$ cat config.mk
export PLATFORM = sky130hd
export DESIGN_NAME = apb_slave_regfile
export DESIGN_NICKNAME = d
export VERILOG_FILES = /design/src/rtl/apb_pkg.sv /design/src/rtl/apb_slave_mem.sv /design/src/rtl/apb_slave_regfile.sv
export SDC_FILE = /design/constraint.sdc
export NUM_CORES = 1
export LEC_CHECK = 0
export CAP_MARGIN = 20
export CORE_ASPECT_RATIO = 1.25
export CORE_UTILIZATION = 50
export DETAILED_ROUTE_END_ITERATION = 16
export PLACE_DENSITY_LB_ADDON = 0.1
export SKIP_CTS_REPAIR_TIMING = 1
export SLEW_MARGIN = 5
export SYNTH_ARGS = -nofsm -noshare
export SYNTH_HDL_FRONTEND = slang
export SYNTH_SLANG_ARGS = --single-unit
$ cat constraint.sdc
create_clock -name Pclk -period 4.2 [get_ports Pclk]
set_input_delay 0.63 -clock Pclk [delete_from_list [all_inputs] [get_ports Pclk]]
set_output_delay 0.63 -clock Pclk [all_outputs]
set_load 0.005 [all_outputs]
$ cat src/rtl/apb_pkg.sv
// apb_pkg: shared APB widths, FSM state encoding and response codes.
package apb_pkg;
    localparam int APB_ADDR_W = 4;
    localparam int APB_DATA_W = 8;
    typedef enum logic [1:0] {IDLE = 2'd0, WAIT = 2'd1, READY = 2'd2} apb_state_e;
    localparam logic RESP_OKAY   = 1'b0;
    localparam logic RESP_SLVERR = 1'b1;
endpackage

$ cat src/rtl/apb_slave_mem.sv
// apb_slave_mem: NUM_REGS x DATA_W register array, one write port, one combinational read port.
module apb_slave_mem #(
    parameter int ADDR_W   = 4,
    parameter int DATA_W   = 8,
    parameter int NUM_REGS = 12
) (
    input  logic              clk_i,
    input  logic              rst_ni,
    input  logic              we_i,
    input  logic [ADDR_W-1:0] waddr_i,
    input  logic [DATA_W-1:0] wdata_i,
    input  logic [ADDR_W-1:0] raddr_i,
    output logic [DATA_W-1:0] rdata_o
);
    localparam logic [ADDR_W:0] LIMIT = (ADDR_W + 1)'(NUM_REGS);

    logic [DATA_W-1:0] mem_q [NUM_REGS];

    always_ff @(posedge clk_i or negedge rst_ni) begin
        if (!rst_ni) mem_q <= '{default: '0};
        else if (we_i) mem_q[waddr_i] <= wdata_i;
    end

    assign rdata_o = ({1'b0, raddr_i} < LIMIT) ? mem_q[raddr_i] : '0;
endmodule

$ cat src/rtl/apb_slave_regfile.sv
// apb_slave_regfile: APB completer with a small register file, programmable wait states
// and error response for unimplemented addresses.
module apb_slave_regfile
    import apb_pkg::*;
#(
    parameter int ADDR_W      = APB_ADDR_W,
    parameter int DATA_W      = APB_DATA_W,
    parameter int NUM_REGS    = 12,
    parameter int WAIT_CYCLES = 0
) (
    input  logic              Pclk,
    input  logic              Presetn,
    input  logic              Psel,
    input  logic              Penable,
    input  logic              Pwrite,
    input  logic [ADDR_W-1:0] Paddr,
    input  logic [DATA_W-1:0] PWdata,
    output logic [DATA_W-1:0] PRdata,
    output logic              Pready,
    output logic              Pslverr
);
    localparam logic [ADDR_W:0] LIMIT    = (ADDR_W + 1)'(NUM_REGS);
    localparam logic [3:0]      CNT_INIT = 4'(WAIT_CYCLES > 0 ? WAIT_CYCLES - 1 : 0);

    apb_state_e        state_q;
    logic [3:0]        cnt_q;
    logic [ADDR_W-1:0] addr_q;
    logic [DATA_W-1:0] wdata_q, prdata_q;
    logic              write_q, err_q, pready_q, pslverr_q;
    logic [ADDR_W-1:0] raddr_d;
    logic [DATA_W-1:0] rdata_d, prdata_d;
    logic              setup_err_d, err_d, write_d, we_d;

    // In IDLE the response is built straight from the bus, since hold regs load on the same edge.
    always_comb begin
        setup_err_d = {1'b0, Paddr} >= LIMIT;
        raddr_d     = (state_q == IDLE) ? Paddr : addr_q;
        err_d       = (state_q == IDLE) ? setup_err_d : err_q;
        write_d     = (state_q == IDLE) ? Pwrite : write_q;
        prdata_d    = (err_d || write_d) ? '0 : rdata_d;
        we_d        = (state_q == READY) && Psel && Penable && write_q && !err_q;
    end

    apb_slave_mem #(.ADDR_W(ADDR_W), .DATA_W(DATA_W), .NUM_REGS(NUM_REGS)) u_mem (
        .clk_i   (Pclk),
        .rst_ni  (Presetn),
        .we_i    (we_d),
        .waddr_i (addr_q),
        .wdata_i (wdata_q),
        .raddr_i (raddr_d),
        .rdata_o (rdata_d)
    );

    always_ff @(posedge Pclk or negedge Presetn) begin
        if (!Presetn) begin
            state_q   <= IDLE;
            cnt_q     <= '0;
            addr_q    <= '0;
            wdata_q   <= '0;
            write_q   <= 1'b0;
            err_q     <= 1'b0;
            prdata_q  <= '0;
            pready_q  <= 1'b0;
            pslverr_q <= 1'b0;
        end else begin
            case (state_q)
                IDLE: if (Psel && !Penable) begin
                    addr_q  <= Paddr;
                    wdata_q <= PWdata;
                    write_q <= Pwrite;
                    err_q   <= setup_err_d;
                    if (WAIT_CYCLES == 0) begin
                        state_q   <= READY;
                        pready_q  <= 1'b1;
                        pslverr_q <= err_d ? RESP_SLVERR : RESP_OKAY;
                        prdata_q  <= prdata_d;
                    end else begin
                        state_q <= WAIT;
                        cnt_q   <= CNT_INIT;
                    end
                end
                WAIT: if (!Psel) state_q <= IDLE;
                else if (Penable) begin
                    if (cnt_q == '0) begin
                        state_q   <= READY;
                        pready_q  <= 1'b1;
                        pslverr_q <= err_d ? RESP_SLVERR : RESP_OKAY;
                        prdata_q  <= prdata_d;
                    end else cnt_q <= cnt_q - 4'd1;
                end
                READY: begin
                    state_q   <= IDLE;
                    pready_q  <= 1'b0;
                    pslverr_q <= 1'b0;
                    prdata_q  <= '0;
                end
                default: state_q <= IDLE;
            endcase
        end
    end

    assign PRdata  = prdata_q;
    assign Pready  = pready_q;
    assign Pslverr = pslverr_q;
endmodule

* Yosys cells after proc, flatten, opt, wreduce, memory -nomap -nowiden
Cells that the tools add are included.
** Storage, ports and cells
- Memories kept :: 0
- Output and inout port bits :: 10
- Memory bits (writable) :: 0
- Input port bits :: 17
- Logic and storage cells :: 86
- Register bits after elaboration :: 126
- Bits in read-only memories :: 0
- Bits in latches :: 0
** Cells by class
- Shifts and indexed selects :: 0
- Multiply operators :: 0
- Add/sub/neg operators :: 1
- Magnitude comparators :: 5
- Equal/unequal tests :: 8
- Div/mod/pow operators :: 0
- Mux-type cells :: 32
- Reductions and logical operators :: 16
- Bitwise operators :: 3
** Operator list (count)
- $bwmux 96 :: 1
- $mux 8 :: 9
- $bmux 8 s4 :: 1
- $demux 8 s4 :: 1
- $pmux 8 s3 :: 1
- $mux 1 :: 11
- $ge 5x5->1 const B :: 2
- $not 4->5 :: 2
- $mux 2 :: 4
- $logic_and 1x1->1 :: 6
- $ne 2x2->1 const B :: 3
- $ne 3x3->1 const B :: 2
- $pmux 1 s3 :: 2
- $lt 5x1->1 const B :: 1
- $reduce_and 5->1 :: 1
- $ge 4x4->1 const B :: 1
- $logic_not 4->1 :: 1
- $lt 4x4->1 const B :: 1
- $mux 4 :: 1
- $pmux 2 s2 :: 1
- $reduce_and 4->1 :: 1
- $sub 4x1->4 const B :: 1
- $reduce_and 3->1 :: 1
- $reduce_bool 3->1 :: 1
- other kinds (8) :: 9

* Longest topological paths before layout
Gate-level depths: netlist of the first run.
- Word-level depth :: 12
- Mapped depth :: 9
- Mapped depth without buffers :: 5

* Hierarchy
A second synthesis of the first run with hierarchy kept.
** Second synthesis, totals
- Cells, all modules :: 374
- Area, all modules :: 5504.0 µm²
** Modules (own cells, without submodules)
- apb_slave_mem :: sequential area each 2402.3 µm², area each 4529.3 µm², times used 1, cells each 283
- apb_slave_regfile :: sequential area each 600.6 µm², area each 974.7 µm², times used 1, cells each 91

* Worst setup path before layout of the first run
OpenSTA, ideal clock, no wires.
- Path type :: input -> register
- Start point :: in Paddr[2]
- End point :: reg prdata_q[7] (netlist: PRdata[7])
- Data required time :: 4074 ps
- Path buffers :: 2
- Setup slack :: 2155 ps
- Stages on the path :: 7
- Library setup time :: 126 ps
- Data arrival time :: 1919 ps
- Path through :: buf_2 -> nor2b_1 -> clkbuf_1 -> a211oi_1 -> a2bb2oi_1 -> o32ai_1 -> o32a_1
** On the way
- Longest elaborated chain between the ends :: 11
- Elaborated cells between the ends (all ways) :: 16
- Classes of those cells :: order compare: 2; mux: 12; bitwise: 1; reduce/logical: 1
** Ends and longest elaborated chain
- from (decl) :: line apb_slave_regfile.sv:16 : input logic [ADDR_W-1:0] Paddr,
- $mux 4 :: line apb_slave_regfile.sv:37 : raddr_d = (state_q == IDLE) ? Paddr : addr_q;
- $not 4->5 (not written as such) :: line apb_slave_mem.sv:24 : assign rdata_o = ({1'b0, raddr_i} < LIMIT) ? mem_q[raddr_i] : '0;
- $bmux 8 s4 :: line apb_slave_mem.sv:24
- $mux 8 (not written as such) (2 in a row) :: line apb_slave_mem.sv:24
- $mux 8 :: line apb_slave_mem.sv:24
- $mux 8 * :: line apb_slave_regfile.sv:40 : prdata_d = (err_d || write_d) ? '0 : rdata_d;
- $mux 8 :: line apb_slave_regfile.sv:84 : if (cnt_q == '0) begin
- $mux 8 :: line apb_slave_regfile.sv:83 : else if (Penable) begin
- $mux 8 :: line apb_slave_regfile.sv:82 : WAIT: if (!Psel) state_q <= IDLE;
- $pmux 8 s3 * :: line apb_slave_regfile.sv:66 : case (state_q)
- to (signal assigned) :: line apb_slave_regfile.sv:76 : prdata_q <= prdata_d;
- to (signal assigned) :: line apb_slave_regfile.sv:88 : prdata_q <= prdata_d;
- to (decl) :: line apb_slave_regfile.sv:28 : logic [DATA_W-1:0] wdata_q, prdata_q;
Every way passes the cells marked *; elsewhere a longest branch is shown, timed or not. The select of a mux whose other input is x is not followed.
A chain may end at the register's enable or synchronous reset.

==> results of run 1 <==
-- logic make-up (layout without fill, tap and decap cells) --
family | count (synthesis) | in the layout | share of synthesized area, %
AOI/OAI and AO/OA | 170 | 170 | 18.9
buffers and inverters | 60 | 82 | 4.57
DFF | 120 | 120 | 45.9
muxes | 110 | 110 | 19.9
and+or+nand+nor | 125 | 125 | 10.8
-- registers in the layout, summed over array words and instances, names as in the netlist --
| name | count |
|---|---|
| wdata_q | 8 |
| u_mem.mem_q | 96 |
| PRdata | 8 |
| addr_q | 4 |
| Pslverr | 1 |
| err_q | 1 |
| Pready | 1 |
| write_q | 1 |
-- cell type report --
class	instances	share of cell area, %
inverters	10	0.504
multi-input cells	405	43.6
well taps	168	2.82
clock buffers	24	6.60
flip-flops and latches	120	40.3
repair buffers	40	4.87
clock inverters	8	1.28
-- power by group --
part,leakage [nW],total [W],switching (W),internal (W)
logic,1.29,0.000458,0.000254,0.000204
registers,1.63,0.00140,0.000146,0.00125
clock network,0.286,0.00145,0.000520,0.000930
-- cell usage in the layout (no fill, tap or decap), types with 15 or more instances in the layout --
cell type / instances
mux2_2: 87
a211oi_1: 25
clkdlybuf4s50_1: 25
nor2_1: 20
buf_4: 15
clkbuf_16: 17
dfrtp_1: 119
nand2b_1: 17
nand2_1: 42
o21ai_0: 32
a21oi_1: 30
mux2_4: 17
-- path summary, 6_finish.rpt --
kind	start	end	slack, ps	depth (start not counted)
worst max register to register	Pready	PRdata[5]	1420	6
worst min-delay path	Presetn	wdata_q[7]	280	1
worst max-delay path	Pready	PRdata[5]	1420	6
min in group Pclk	u_mem.mem_q[6]	u_mem.mem_q[6]	490	1
worst min register to register	u_mem.mem_q[6]	u_mem.mem_q[6]	490	1
max in group asynchronous	Presetn	u_mem.mem_q[18]	3010	2
-- cells in the mapped netlist (2+ instances only) --
master | instances | share of area, %
dfrtp_1 | 120 | 46
mux2_2 | 87 | 15
nand2_1 | 42 | 2.4
o21ai_0 | 32 | 2.4
a21oi_1 | 30 | 2.3
a211oi_1 | 25 | 2.9
buf_2 | 20 | 1.5
nor2_1 | 20 | 1.1
clkbuf_1 | 18 | 1.0
mux2_4 | 17 | 3.9
nand2b_1 | 17 | 1.6
a311o_1 | 10 | 1.5
nor2b_1 | 10 | 0.96
inv_1 | 8 | 0.46
o211ai_1 | 8 | 0.92
o31ai_1 | 8 | 0.92
a2bb2oi_1 | 7 | 0.94
buf_4 | 7 | 0.80
nand3_1 | 6 | 0.46
nor3_1 | 6 | 0.46
a221oi_2 | 5 | 1.1
a22oi_1 | 5 | 0.57
a311oi_1 | 5 | 0.67
a32oi_1 | 5 | 0.67
a21boi_0 | 4 | 0.46
a221oi_1 | 4 | 0.53
mux2_1 | 4 | 0.69
nor3_2 | 4 | 0.61
buf_6 | 3 | 0.52
nor2_2 | 3 | 0.29
o32a_1 | 3 | 0.46
or3_1 | 3 | 0.29
a31oi_1 | 2 | 0.19
and2_1 | 2 | 0.19
buf_1 | 2 | 0.11
clkinv_1 | 2 | 0.11
nor4b_4 | 2 | 0.73
o22ai_1 | 2 | 0.19
o32ai_1 | 2 | 0.27
-- stage by stage --
step	hold slack (ps)	cells	util [%]	setup WS, ps	area, µm²
finish	275	775	58.6	1420	7450
global route	330	775	58.6	1280	7450
CTS	294	775	58.6	1480	7450
detailed placement	488	743	54.0	1170	6870
global placement	485	743	54.0	1130	6870
floorplan	334	585	-	2160	6550
-- per-layer routing --
layer	track usage, %	share of wire (%)	vias to the layer above
li1	-	-	2205
met1	39.2	43	2545
met2	46.4	47	231
met3	6.79	6.8	52
met4	14.5	3.1	0
met5	0	0	-
==> impl_metrics.json, run 1 <==
{
  "path_max_fanout": 43,
  "cts_buffers": 17,
  "grt_pass1_vias": 5000,
  "dieArea_um2": 13600,
  "syn_nets": 602,
  "postSynthAreaPerCell_um2": 11.2,
  "cp_common_cell": "buf_4",
  "max_freq_ghz": 0.360,
  "synthCells": 585,
  "critPathMaxStageDelay_ps": 640,
  "ys_seq_area_share_pct": 45.9,
  "path_buf_inv": 2,
  "worstPathArrival_ps": 3150,
  "synth.distinct_cells": 64,
  "dieWidth_um": 104,
  "worst_skew_pair.late_latency_ps": 430,
  "startpoint_type": "flop",
  "multi_input_area_um2": 3250,
  "synth_edf_count": 0,
  "period_share_pct": 66.2,
  "ant_nets": 0,
  "async_flop_share_pct": 100,
  "clk_path_buf_depth": 2,
  "avgRoutedWirePerCell_um": 24.1,
  "ff_latch_area_um2": 3000,
  "area_delta_synth_final_pct": 13.8,
  "synth_seq_cells": 120,
  "htreeDepth": 4,
  "die_h_um": 130,
  "vias_per_cell": 6.49,
  "period_needed_ps": 2780,
  "io_buffers": 26,
  "setup_viol": 0,
  "outcome": "finished, final reports clean",
  "ir_drop_uv": 263,
  "hp-class": "in -> async",
  "place.gp.congestion": 0.864,
  "diodes": 0,
  "hpwl_um": 12400,
  "grt_pass1_wl_um": 29600,
  "critical_path.top_delay_family": "buffers and inverters",
  "initial_core_util_pct": 51.5,
  "clock_sinks": 120,
  "grt-ovfl-total": 0,
  "grt_max_degree": 58,
  "setup-tns-final_ps": 0,
  "path_clk_slew_ps": 60,
  "core_region_area_um2": 12700,
  "mappedNetlistArea_um2": 6550,
  "slew_headroom_pct": 32.8,
  "power_w": 0.00331,
  "nets": 611,
  "final_max_slew_viol_count": 0,
  "std_cell_rows": 46,
  "finClkSkew_ps": 8.90,
  "dr_total_vias": 5033,
  "critical-path-slowest-cell": "dfrtp_2",
  "worstSetupPathType": "reg -> reg",
  "ioPinCount": 27,
  "max_slew.worst_pin.slew_ps": 1000,
  "p_leak_nw": 3.21,
  "rsz0062_at_grt": "no",
  "drtIter0Drc": 457,
  "cts_tree": "done",
  "drt_pass1_iterations": 5,
  "drive_gt1_share_pct": 29.0,
  "cts_root_buffer": "clkbuf_16",
  "hold_viol_final": 0,
  "antenna_found_initial": 0,
  "path_cells": "buf_4, mux2i_2, buf_4, nor2_1, a221oi_1, o32a_1",
  "synth_ff_type": "dfrtp_1",
  "drc": 0,
  "yosys_warnings": 0,
  "power.density_nw_per_um2": 444,
  "grtUsageTotal_pct": 29.7,
  "cp-end-kind": "flop",
  "routed_wl_um": 18700,
  "crit_required_ps": 4570,
  "max-cap-violations": 0,
  "nFillCells": 1084
}
(Power assumes the default switching activity.)
==> run 2, diff against run 1 <==
clock period = 2.5 ns   (was 4.2 ns; I/O delays follow)
==> impl_metrics.json, run 2 (same netlist as run 1, synthesis figures left out) <==
{
  "worstSetupPathType": "reg -> reg",
  "met1_usage_pct": 35.6,
  "max_slew.worst_pin.slew_ps": 611,
  "grt.busiest_layer": "met2",
  "htreeDepth": 4,
  "hp-class": "in -> async",
  "r2r_slack_ps": 250,
  "path_cells": "buf_4, buf_4, mux2_2, nand2b_1, a221oi_1, o31a_1, a41oi_1",
  "std_cell_rows": 46,
  "outcome": "finished, violations left",
  "holdWs_ps": -29.3,
  "critical-path-slowest-cell": "dfrtp_2",
  "setup_viol": 0,
  "max_freq_ghz": 0.444,
  "cp-end-kind": "flop",
  "r2r-start": "Pready",
  "rr_endpoint": "PRdata[6]",
  "drt_pass1_iterations": 5,
  "rsz0062_at_grt": "no",
  "routed_wl_um": 17500,
  "dieArea_um2": 13600,
  "nFillCells": 1062,
  "r2r_cells": 7,
  "place.gp.congestion": 0.934,
  "final_cell_mix": "119 x dfrtp_1, 87 x mux2_2, 45 x buf_4",
  "layout_commonest_cell": "dfrtp_1",
  "area_delta_synth_final_pct": 17.5,
  "core_region_area_um2": 12700,
  "swShare_pct": 27.7,
  "die_h_um": 130,
  "clock_sinks": 120,
  "grt_pass1_wl_um": 28100,
  "grtUsageMet3_pct": 5.00,
  "grt-ovfl-total": 0,
  "path_clk_slew_ps": 50,
  "vias_per_cell": 6.17,
  "initial_core_util_pct": 51.5,
  "pwr-share-clk_pct": 41.9,
  "cts_tree": "done",
  "dr_total_vias": 4978,
  "grtUsageTotal_pct": 27.8,
  "p_sw_w": 0.00152,
  "dieWidth_um": 104,
  "finClkSkew_ps": 6.06,
  "period_needed_ps": 2250,
  "clk_path_buf_depth": 2,
  "internal-power_w": 0.00395,
  "io_buffers": 26,
  "pwr-share-seq_pct": 42.7,
  "setup-tns-final_ps": 0,
  "cts_root_buffer": "clkbuf_16",
  "p_leak_nw": 3.38,
  "crit_required_ps": 2820,
  "hold_viol_final": 21,
  "ioPinCount": 27,
  "max-cap-violations": 0,
  "ant_nets": 0,
  "startpoint_type": "flop",
  "hpwl_um": 12300,
  "dp_cells": 775,
  "combPwrFrac_pct": 15.4,
  "use_met2_pct": 45.3,
  "grt_max_degree": 85,
  "cts_buffers": 17,
  "top_register": "u_mem.mem_q",
  "slew_headroom_pct": 59.3,
  "drtIter0Drc": 384,
  "avgRoutedWirePerCell_um": 21.7,
  "final_max_slew_viol_count": 0,
  "stdcell_count": 807,
  "diodes": 0,
  "worstPathArrival_ps": 2570,
  "largest_reg_flops": 96,
  "power.density_nw_per_um2": 711,
  "critPathMaxStageDelay_ps": 610,
  "drive_gt1_share_pct": 32.7,
  "worst_skew_pair.late_latency_ps": 420,
  "path_max_fanout": 15,
  "failed_checks": "hold timing",
  "ir_drop_uv": 408,
  "cp_common_cell": "buf_4",
  "antenna_found_initial": 0,
  "nets": 643,
  "period_share_pct": 90.0,
  "drc": 0,
  "grt_pass1_vias": 5056
}
==> run 2: cell count changes in the layout (fill, tap and decap cells not counted), sizes merged <==
cell,previous run,this run
buf,15,47
clkinv,6,9
bufinv,2,1
clkinvlp,2,1
clkbuf,24,23
==> run 2: worst max path at each step <==
stage | from | end | slack [ps] | cells after the start
global route | Pready | PRdata[6] | 140 | 7
detailed placement | Penable | u_mem.mem_q[67] | 80 | 6
floorplan | Pready | u_mem.mem_q[80] | 700 | 7
CTS | Pready | PRdata[6] | 260 | 7
global placement | Penable | u_mem.mem_q[54] | 70 | 7
finish | Pready | PRdata[6] | 250 | 7
==> run 2: critical path, delay by kind of cell, from the launching register on <==
kind	cells	cell delay, ps
muxes	1	470
buffers and inverters	2	410
AOI/OAI and AO/OA	3	540
and+or+nand+nor	1	110
DFF	1	610
==> run 2: layout make-up <==
cell class,count,area (µm²),area share (%)
well taps,168,210,2.73
clock inverters,9,72.6,0.943
clock buffers,23,488,6.34
inverters,10,37.5,0.488
multi-input cells,405,3250,42.3
repair buffers,72,628,8.17
flip-flops and latches,120,3000,39.1
==> run 2: routing by layer <==
metal	vias up	routed length, µm	share of wire, %
met4	0	608	3.5
met2	168	8340	48
met5	-	0	0
met1	2495	7640	44
li1	2264	-	-
met3	51	893	5.1
==> run 2: stage by stage <==
step | cell area [µm²] | utilization (%) | setup slack, ps | total power [W] | hold WS, ps
6_report | 7690 | 60.5 | 249 | 0.00547 | -29.3
3_5_place_dp | 7130 | 56.1 | 75.7 | 0.00319 | 448
4_1_cts | 7690 | 60.5 | 259 | 0.00549 | 8.05
3_3_place_gp | 7130 | 56.1 | 69.5 | 0.00317 | 448
2_1_floorplan | 6550 | - | 701 | 0.00284 | 79.4
5_1_grt | 7690 | 60.5 | 139 | 0.00568 | 40.4
==> run 2: power groups by stage <==
stage               Combinational (W)  Sequential (W)  Clock, W
floorplan                    0.000619         0.00222         0
finish                       0.000841         0.00233   0.00229
global placement             0.000815         0.00236         0
global route                 0.000916         0.00236   0.00241
detailed placement           0.000831         0.00236         0
CTS                          0.000836         0.00233   0.00233
